### src/rtl/alu_result_fifo_if.sv
// -----------------------------------------------------------------------------
// alu_result_fifo_if
//   Handshake bundle between an ALU output register (producer), the result
//   FIFO, and the consumer that drains it.
//   Producer side : in_valid, r_in, c_in, z_in, n_in, v_in
//   Consumer side : out_ready (from consumer), out_valid, r_out, c_out, z_out,
//                   n_out, v_out (to consumer)
//   Modports:
//     master - environment view (drives push data and out_ready)
//     slave  - FIFO view (drives head entry and out_valid)
// -----------------------------------------------------------------------------
interface alu_result_fifo_if #(
  parameter int N = 2
);
  logic         in_valid;
  logic [N-1:0] r_in;
  logic         c_in;
  logic         z_in;
  logic         n_in;
  logic         v_in;

  logic         out_ready;
  logic         out_valid;
  logic [N-1:0] r_out;
  logic         c_out;
  logic         z_out;
  logic         n_out;
  logic         v_out;

  modport master (
    output in_valid, r_in, c_in, z_in, n_in, v_in, out_ready,
    input  out_valid, r_out, c_out, z_out, n_out, v_out
  );

  modport slave (
    input  in_valid, r_in, c_in, z_in, n_in, v_in, out_ready,
    output out_valid, r_out, c_out, z_out, n_out, v_out
  );
endinterface

### src/rtl/alu_result_fifo.sv
// -----------------------------------------------------------------------------
// alu_result_fifo
//   Captures ALU result r and flags {c,z,n,v} into a DEPTH-entry FIFO so the
//   ALU issue rate is decoupled from the consumer rate. Drops on a full FIFO
//   are reported through a sticky overflow bit.
//
// Parameters
//   N      result width (must match the ALU)
//   DEPTH  number of entries, power of 2, >= 2
//
// Ports
//   clk, rst      single rising-edge clock, synchronous active-high reset
//   bus (slave)   push side (in_valid, r_in, flags) and pop side
//                 (out_ready, out_valid, r_out, flags)
//   clr_ovf       clears overflow next edge (a new drop wins)
//   full, empty   occupancy status decoded from the occupancy state
//   count         occupancy 0..DEPTH
//   overflow      sticky: a push was dropped
//   sticky_flags  OR of {c,z,n,v} over accepted pushes  (STICKY_FLAGS_EN)
//   clr_sticky    clears sticky_flags next edge          (STICKY_FLAGS_EN)
//
// Build option
//   STICKY_FLAGS_EN - when defined, adds sticky_flags/clr_sticky. FIFO
//   behaviour is identical either way.
// -----------------------------------------------------------------------------
module alu_result_fifo #(
  parameter int N     = 2,
  parameter int DEPTH = 4
) (
  input  logic                   clk,
  input  logic                   rst,
  alu_result_fifo_if.slave       bus,
  input  logic                   clr_ovf,
  output logic                   full,
  output logic                   empty,
  output logic [$clog2(DEPTH):0] count,
  output logic                   overflow
`ifdef STICKY_FLAGS_EN
  ,
  output logic [3:0]             sticky_flags,
  input  logic                   clr_sticky
`endif
);

  localparam int PTR_W = $clog2(DEPTH);
  localparam int CNT_W = PTR_W + 1;
  localparam int ENT_W = N + 4;

  typedef enum logic [1:0] {
    ST_EMPTY   = 2'd0,
    ST_PARTIAL = 2'd1,
    ST_FULL    = 2'd2
  } occ_state_t;

  occ_state_t       state_reg, state_next;
  logic [PTR_W-1:0] wr_ptr_reg, rd_ptr_reg;
  logic [CNT_W-1:0] count_reg, count_next;
  logic             overflow_reg;

  logic [ENT_W-1:0] mem [DEPTH];
  logic [ENT_W-1:0] entry_in;
  logic [ENT_W-1:0] entry_head;

  logic push;
  logic pop;
  logic drop;

  // Status decoded from the registered occupancy state.
  assign empty         = (state_reg == ST_EMPTY);
  assign full          = (state_reg == ST_FULL);
  assign bus.out_valid = !empty;
  assign count         = count_reg;
  assign overflow      = overflow_reg;

  assign pop  = bus.out_valid & bus.out_ready;
  // A full FIFO still accepts a push when the head leaves in the same cycle.
  assign push = bus.in_valid & (!full | pop);
  assign drop = bus.in_valid & full & !pop;

  assign entry_in   = {bus.r_in, bus.c_in, bus.z_in, bus.n_in, bus.v_in};
  assign entry_head = mem[rd_ptr_reg];

  // Head is masked when empty so the consumer never sees stale storage.
  assign bus.r_out = bus.out_valid ? entry_head[ENT_W-1:4] : '0;
  assign bus.c_out = bus.out_valid & entry_head[3];
  assign bus.z_out = bus.out_valid & entry_head[2];
  assign bus.n_out = bus.out_valid & entry_head[1];
  assign bus.v_out = bus.out_valid & entry_head[0];

  assign count_next = count_reg + CNT_W'(push) - CNT_W'(pop);

  // Storage: not reset; the pointers define what is valid.
  always_ff @(posedge clk) begin
    if (!rst && push) begin
      mem[wr_ptr_reg] <= entry_in;
    end
  end

  always_ff @(posedge clk) begin
    if (rst) begin
      state_reg    <= ST_EMPTY;
      wr_ptr_reg   <= '0;
      rd_ptr_reg   <= '0;
      count_reg    <= '0;
      overflow_reg <= 1'b0;
    end else begin
      state_reg <= state_next;
      count_reg <= count_next;
      // Power-of-2 depth: pointers wrap without explicit compare.
      if (push) wr_ptr_reg <= wr_ptr_reg + PTR_W'(1);
      if (pop)  rd_ptr_reg <= rd_ptr_reg + PTR_W'(1);
      if (drop) begin
        overflow_reg <= 1'b1;
      end else if (clr_ovf) begin
        overflow_reg <= 1'b0;
      end
    end
  end

  // Occupancy changes by at most one per cycle, so EMPTY and FULL are only
  // ever connected through PARTIAL, even for DEPTH=2.
  always_comb begin
    state_next = state_reg;
    case (state_reg)
      ST_EMPTY: begin
        if (push) state_next = ST_PARTIAL;
      end
      ST_PARTIAL: begin
        if (count_next == CNT_W'(DEPTH)) begin
          state_next = ST_FULL;
        end else if (count_next == '0) begin
          state_next = ST_EMPTY;
        end
      end
      ST_FULL: begin
        if (pop && !push) state_next = ST_PARTIAL;
      end
      default: state_next = ST_EMPTY;
    endcase
  end

`ifdef STICKY_FLAGS_EN
  logic [3:0] sticky_reg;
  logic [3:0] flags_in;

  assign flags_in     = {bus.c_in, bus.z_in, bus.n_in, bus.v_in};
  assign sticky_flags = sticky_reg;

  // Per-flag accumulator; only accepted pushes contribute, and an
  // accumulating push takes precedence over a same-cycle clear.
  generate
    for (genvar gi = 0; gi < 4; gi++) begin : g_sticky
      always_ff @(posedge clk) begin
        if (rst) begin
          sticky_reg[gi] <= 1'b0;
        end else if (push) begin
          sticky_reg[gi] <= sticky_reg[gi] | flags_in[gi];
        end else if (clr_sticky) begin
          sticky_reg[gi] <= 1'b0;
        end
      end
    end
  endgenerate
`endif

endmodule

### src/flat_wrapper.sv
// flat-port wrapper written by rule: the top's interface ports become plain ports
module alu_result_fifo_flat 
#(
  parameter int N     = 2,
  parameter int DEPTH = 4
)
  (clk, rst, clr_ovf, full, empty, count, overflow, bus_in_valid, bus_r_in, bus_c_in, bus_z_in, bus_n_in, bus_v_in, bus_out_ready, bus_out_valid, bus_r_out, bus_c_out, bus_z_out, bus_n_out, bus_v_out);
  alu_result_fifo_if #(.N(N)) bus_i ();
  input  logic clk;
  input  logic rst;
  input  logic clr_ovf;
  output logic full;
  output logic empty;
  output logic [$clog2(DEPTH):0] count;
  output logic overflow;
  input wire logic [$bits(bus_i.in_valid)-1:0] bus_in_valid;
  input wire logic [$bits(bus_i.r_in)-1:0] bus_r_in;
  input wire logic [$bits(bus_i.c_in)-1:0] bus_c_in;
  input wire logic [$bits(bus_i.z_in)-1:0] bus_z_in;
  input wire logic [$bits(bus_i.n_in)-1:0] bus_n_in;
  input wire logic [$bits(bus_i.v_in)-1:0] bus_v_in;
  input wire logic [$bits(bus_i.out_ready)-1:0] bus_out_ready;
  output wire logic [$bits(bus_i.out_valid)-1:0] bus_out_valid;
  output wire logic [$bits(bus_i.r_out)-1:0] bus_r_out;
  output wire logic [$bits(bus_i.c_out)-1:0] bus_c_out;
  output wire logic [$bits(bus_i.z_out)-1:0] bus_z_out;
  output wire logic [$bits(bus_i.n_out)-1:0] bus_n_out;
  output wire logic [$bits(bus_i.v_out)-1:0] bus_v_out;
  assign bus_i.in_valid = bus_in_valid;
  assign bus_i.r_in = bus_r_in;
  assign bus_i.c_in = bus_c_in;
  assign bus_i.z_in = bus_z_in;
  assign bus_i.n_in = bus_n_in;
  assign bus_i.v_in = bus_v_in;
  assign bus_i.out_ready = bus_out_ready;
  assign bus_out_valid = bus_i.out_valid;
  assign bus_r_out = bus_i.r_out;
  assign bus_c_out = bus_i.c_out;
  assign bus_z_out = bus_i.z_out;
  assign bus_n_out = bus_i.n_out;
  assign bus_v_out = bus_i.v_out;
  alu_result_fifo #(.N(N), .DEPTH(DEPTH)) u_core (.clk(clk), .rst(rst), .bus(bus_i), .clr_ovf(clr_ovf), .full(full), .empty(empty), .count(count), .overflow(overflow));
endmodule
### config.mk
export PLATFORM = sky130hd
export DESIGN_NAME = alu_result_fifo_flat
export DESIGN_NICKNAME = d
export VERILOG_FILES = /design/src/rtl/alu_result_fifo_if.sv /design/src/rtl/alu_result_fifo.sv /design/src/flat_wrapper.sv
export SDC_FILE = /design/constraint.sdc
export NUM_CORES = 1
export LEC_CHECK = 0
export ABC_AREA = 1
export CORE_UTILIZATION = 56
export DETAILED_ROUTE_END_ITERATION = 8
export PLACE_DENSITY_LB_ADDON = 0.1
export SLEW_MARGIN = 40
export SYNTH_ARGS = -nofsm -noshare
export SYNTH_HDL_FRONTEND = slang
export SYNTH_SLANG_ARGS = --single-unit
### constraint.sdc
create_clock -name clk -period 7 [get_ports clk]
set_input_delay 2.1 -clock clk [delete_from_list [all_inputs] [get_ports clk]]
set_output_delay 2.1 -clock clk [all_outputs]
set_load 0.005 [all_outputs]
* Word-level counts from Yosys, hierarchy flattened *
Memories as Yosys holds them, arrays and structs flattened. A register that Yosys moved wholly into a read port is not among the register bits.
Index checks and enable logic that the tools add are counted.

word-level totals
  register bits after elaboration = 10
  RAM bits = 24
  bits of input ports = 11
  output and inout port bits = 13
  logic and storage cells = 48
  memories = 1

memories
  memory      depth  bits a word  read ports  clocked after Yosys merged registers in  write ports  RTL line               text
  u_core.mem  4      6            1           1                                        1            alu_result_fifo.sv:60  logic [ENT_W-1:0] mem [DEPTH];

operators by class
  add/sub/neg operators = 4
  equal/unequal tests = 6
  multiplexer cells = 12
  bitwise gates (word level) = 9
  reductions and logical operators = 11

operator list
  operator             count
  $mux 2               7
  $and 1x1->1          8
  $pmux 2 s3           1
  $logic_not 1->1      5
  $add 2x1->2 const B  2
  $mux 1               4
  $ne 2x2->1 const B   2
  $add 3x1->3          1
  $eq 3x3->1 const B   1
  $logic_not 3->1      1
  $ne 3x1->1 const B   1
  $reduce_and 3->1     1
  $sub 3x1->3          1
  $eq 2x1->1 const B   1
  $eq 2x2->1 const B   1
  $logic_and 1x1->1    2
  $logic_not 2->1      1
  $reduce_bool 2->1    1
  $or 1x1->1           1

* Logic depth before layout (Yosys ltp) *
  depth in word-level cells = 11
  depth in mapped cells = 13
  gate-level depth less buffers = 13

* Least setup slack after synthesis *
OpenSTA, ideal clock, no wires.

  kind = input to register
  start = input bus_out_ready
  end = register u_core.state_reg[0]
  setup time = 0.064 ns
  arrival time = 3.638 ns
  required time = 6.936 ns
  path slack = 3.298 ns
  cell stages on the path = 13
  buffers on the path = 0
  path through = inv_1 > nor2_4 > ha_1 > inv_1 > ha_1 > inv_1 > fa_1 > nand2_1 > nand2_1 > nand2_1 > nor2_1 > nor2_1 > nor2_1

between the ends
  word-level cells in the longest chain between the ends = 8
  elaborated cells on any way between the ends = 15
  classes of those cells = 2 x add/sub; 4 x eq/ne; 2 x mux; 3 x bitwise; 4 x reduce/logical

ends and longest elaborated chain
  element                                                          RTL line                                        text
  start, declared                                                  flat_wrapper.sv:22                              input wire logic [$bits(bus_i.out_ready)-1:0] bus_out_ready;
  $and 1x1->1 (*)                                                  alu_result_fifo.sv:75                           assign pop = bus.out_valid & bus.out_ready;
  named net u_core.pop                                             alu_result_fifo.sv:65                           logic pop;
  $or 1x1->1                                                       alu_result_fifo.sv:77                           assign push = bus.in_valid & (!full | pop);
  $and 1x1->1                                                      alu_result_fifo.sv:77
  $add 3x1->3                                                      alu_result_fifo.sv:90                           assign count_next = count_reg + CNT_W'(push) - CNT_W'(pop);
  $sub 3x1->3                                                      alu_result_fifo.sv:90
  $eq 3x3->1 / $logic_not 3->1 (equally long branches)             alu_result_fifo.sv:129, alu_result_fifo.sv:131
  $ne 3x1->1 (no line) / $mux 2 (equally long branches)            --
  $reduce_and 3->1 (no line) / $pmux 2 s3 (equally long branches)  --
  end signal, assigned                                             alu_result_fifo.sv:107                          state_reg <= state_next;
  end, declared                                                    alu_result_fifo.sv:55                           occ_state_t state_reg, state_next;

The timed path passes the listed nets; every way through them passes the cells marked *.
A chain may end at the register's enable or synchronous reset.

==> qor.yml <==
status: "finished clean"
syn-instance-count: 165
routabilityCongestion: 0.901
leakagePower_nw: 0.774
rr_worst_depth: 13
area_delta_synth_final_pct: 21.6
grt_pass1_wl_um: 4750
ctsHtreeMaxLevel: 2
track_usage: 0.209
yosysTopAreaCell: "edfxtp_1"
multi_input_area_sq_um: 522
hold_path.startpoint: "u_core.wr_ptr_reg[1]"
design.core.area_sq_mm: 0.00257
drc: 0
cts_setup_buffers: 0
drt_iter0_drc: 66
powerDensity_mw_per_mm2: 339
clock-root-buffer: "clkbuf_4"
crit_path_max_incr_delay_ns: 0.61
overflow: 0
postRouteAntennaNets: 0
final_core_util: 0.751
io_buffers: 23
finalSetupViolations: 0
skew_ns: 0.00351
cp_slowest_cell: "dfxtp_1"
nets: 211
seqCellArea_sq_um: 961
fin_crit_sh: 0.589
chipWidth_um: 55.2
arrival_ns: 2.03
path_clk_slew_ns: 0.11
ys_seq_area_frac: 0.606
clock_latency_ns: 0.34
clk_path_buf_depth: 2
synth-seq-cells: 36
grt_max_degree: 14
path_cells: "inv_1 -> o21ai_0 -> a21oi_1 -> clkdlybuf4s50_1"
firstDrtPassIters: 4
row_count: 18
first_global_vias: 1116
die_h_um: 55.2
cts_resized: 0
numCtsBuffers: 5
hold_viol: 0
largest_reg_flops: 24
synth_top_cells_by_area: "edfxtp_1, dfxtp_1, nor2_1, inv_1, ha_1"
critPathRequiredTime_ns: 4.90
rr_endpoint: "u_core.state_reg[0]"
fmax_mhz: 242
netlist.area_leader.share: 0.455
cp_max_fo: 13
vias: 1153
synth.net_count: 183
avgViaCountPerCell: 5.15
cts_sinks: 36
worstReg2RegStart: "u_core.state_reg[1]"
period_minus_slack_ns: 4.13
critPathCaptureType: "output pin"
maxSlewHeadroom: 0.604
worst_pin_slew_ns: 0.592
ir_worst_vdd_mv: 0.292
grt_setup_unrepaired: "false"
worstHoldEndpoint: "u_core.wr_ptr_reg[1]"
tns_ns: 0
hold_buffers: 0
rrSetupSlack_ns: 4.66
start_util: 0.617
cts_tree: "done"
diodes: 0
hp-class: "flop to flop"
hold_path_depth: 2
antenna_found_initial: 0
slew_violations: 0
wirelength_um: 2950
netlist_area_sq_mm: 0.00159
dp_hpwl_um: 2160
die-area_sq_mm: 0.00305
drive_gt1_frac: 0.0670
syn_avg_cell_area_sq_um: 9.61
yosys_warnings: 0
yosysUniqueCellTypes: 18
route.detailed.wl_per_inst_um: 13.2
io_pins: 24
crit_type: "flop to output pin"
fill_cells: 188
worst_setup_path_start_kind: "flop"
drv_cap: 0
-- metrics by stage --
stage | area [sq um] | total power [mW] | worst slack, ns | hold WS, ns | std cells
detailed placement | 1840 | 0.508 | 2.62 | 0.470 | 216
global route | 1930 | 0.694 | 2.71 | 0.569 | 224
finish | 1930 | 0.654 | 2.87 | 0.539 | 224
floorplan | 1590 | 0.409 | 3.30 | 0.454 | 165
global placement | 1840 | 0.497 | 2.74 | 0.450 | 216
CTS | 1930 | 0.658 | 2.85 | 0.546 | 224
-- layout by cell type, fill, tap and decap left out, drive strengths merged --
| cell type | n |
|---|---|
| o211ai | 1 |
| fa | 1 |
| a21oi | 11 |
| nand3 | 4 |
| clkdlybuf4s50 | 23 |
| clkinvlp | 1 |
| inv | 26 |
| dfxtp | 12 |
| nand2 | 20 |
| nor2 | 43 |
| edfxtp | 24 |
| clkbuf | 5 |
| nand3b | 1 |
| o21ai | 15 |
| ha | 6 |
| bufinv | 1 |
-- critical path: cells and delay by family (launching register included) --
kind,cells,cell delay [ns]
flip-flops,1,0.61
buffers and inverters,2,0.74
AO/OA/AOI/OAI,2,0.34
-- metal layers --
| metal | vias to the layer above | global-route usage | part of all wire |
|---|---|---|---|
| li1 | 589 | - | - |
| met5 | - | 0 | 0 |
| met3 | 6 | 0.0773 | 0.061 |
| met4 | 0 | 0.118 | 0.018 |
| met1 | 518 | 0.247 | 0.43 |
| met2 | 40 | 0.329 | 0.49 |
-- worst max path at each step --
| stage | startpoint | end | slack, ns | cells past startpoint |
|---|---|---|---|---|
| CTS | flop | bus_n_out | 2.85 | 4 |
| finish | flop | bus_c_out | 2.87 | 4 |
| global placement | bus_out_ready | u_core.state_reg[0] | 2.74 | 14 |
| global route | flop | bus_n_out | 2.71 | 4 |
| floorplan | bus_out_ready | u_core.state_reg[0] | 3.30 | 13 |
| detailed placement | bus_out_ready | u_core.state_reg[0] | 2.62 | 14 |
-- layout make-up --
type	instances	area share
clock inverter	3	0.0240
sequential	36	0.498
tap	30	0.0195
clock buffer	5	0.0195
timing repair buffer	23	0.119
multi-input combinational	102	0.271
inverter	25	0.0487
-- cells in the mapped netlist, drive strengths merged --
cell    count
nor2       43
inv        25
edfxtp     24
nand2      20
o21ai      15
dfxtp      12
a21oi      11
ha          6
nand3       4
buf         1
clkbuf      1
fa          1
nand3b      1
o211ai      1
-- power by group --
part | leakage [nW] | total (mW) | internal [mW] | switching [mW]
combinational | 0.416 | 0.228 | 0.110 | 0.118
sequential | 0.317 | 0.276 | 0.251 | 0.0251
clock | 0.0418 | 0.150 | 0.0763 | 0.0734
-- cell families (layout without fill, tap and decap cells) --
logic type / Yosys count / in the layout / synth area share
flops: 36 / 36 / 0.606
compound gates: 27 / 27 / 0.0868
simple gates: 68 / 68 / 0.182
fa+ha+maj: 7 / 7 / 0.0600
buf+inv: 27 / 56 / 0.0647
Note: power is estimated with default switching activity, not from simulation.
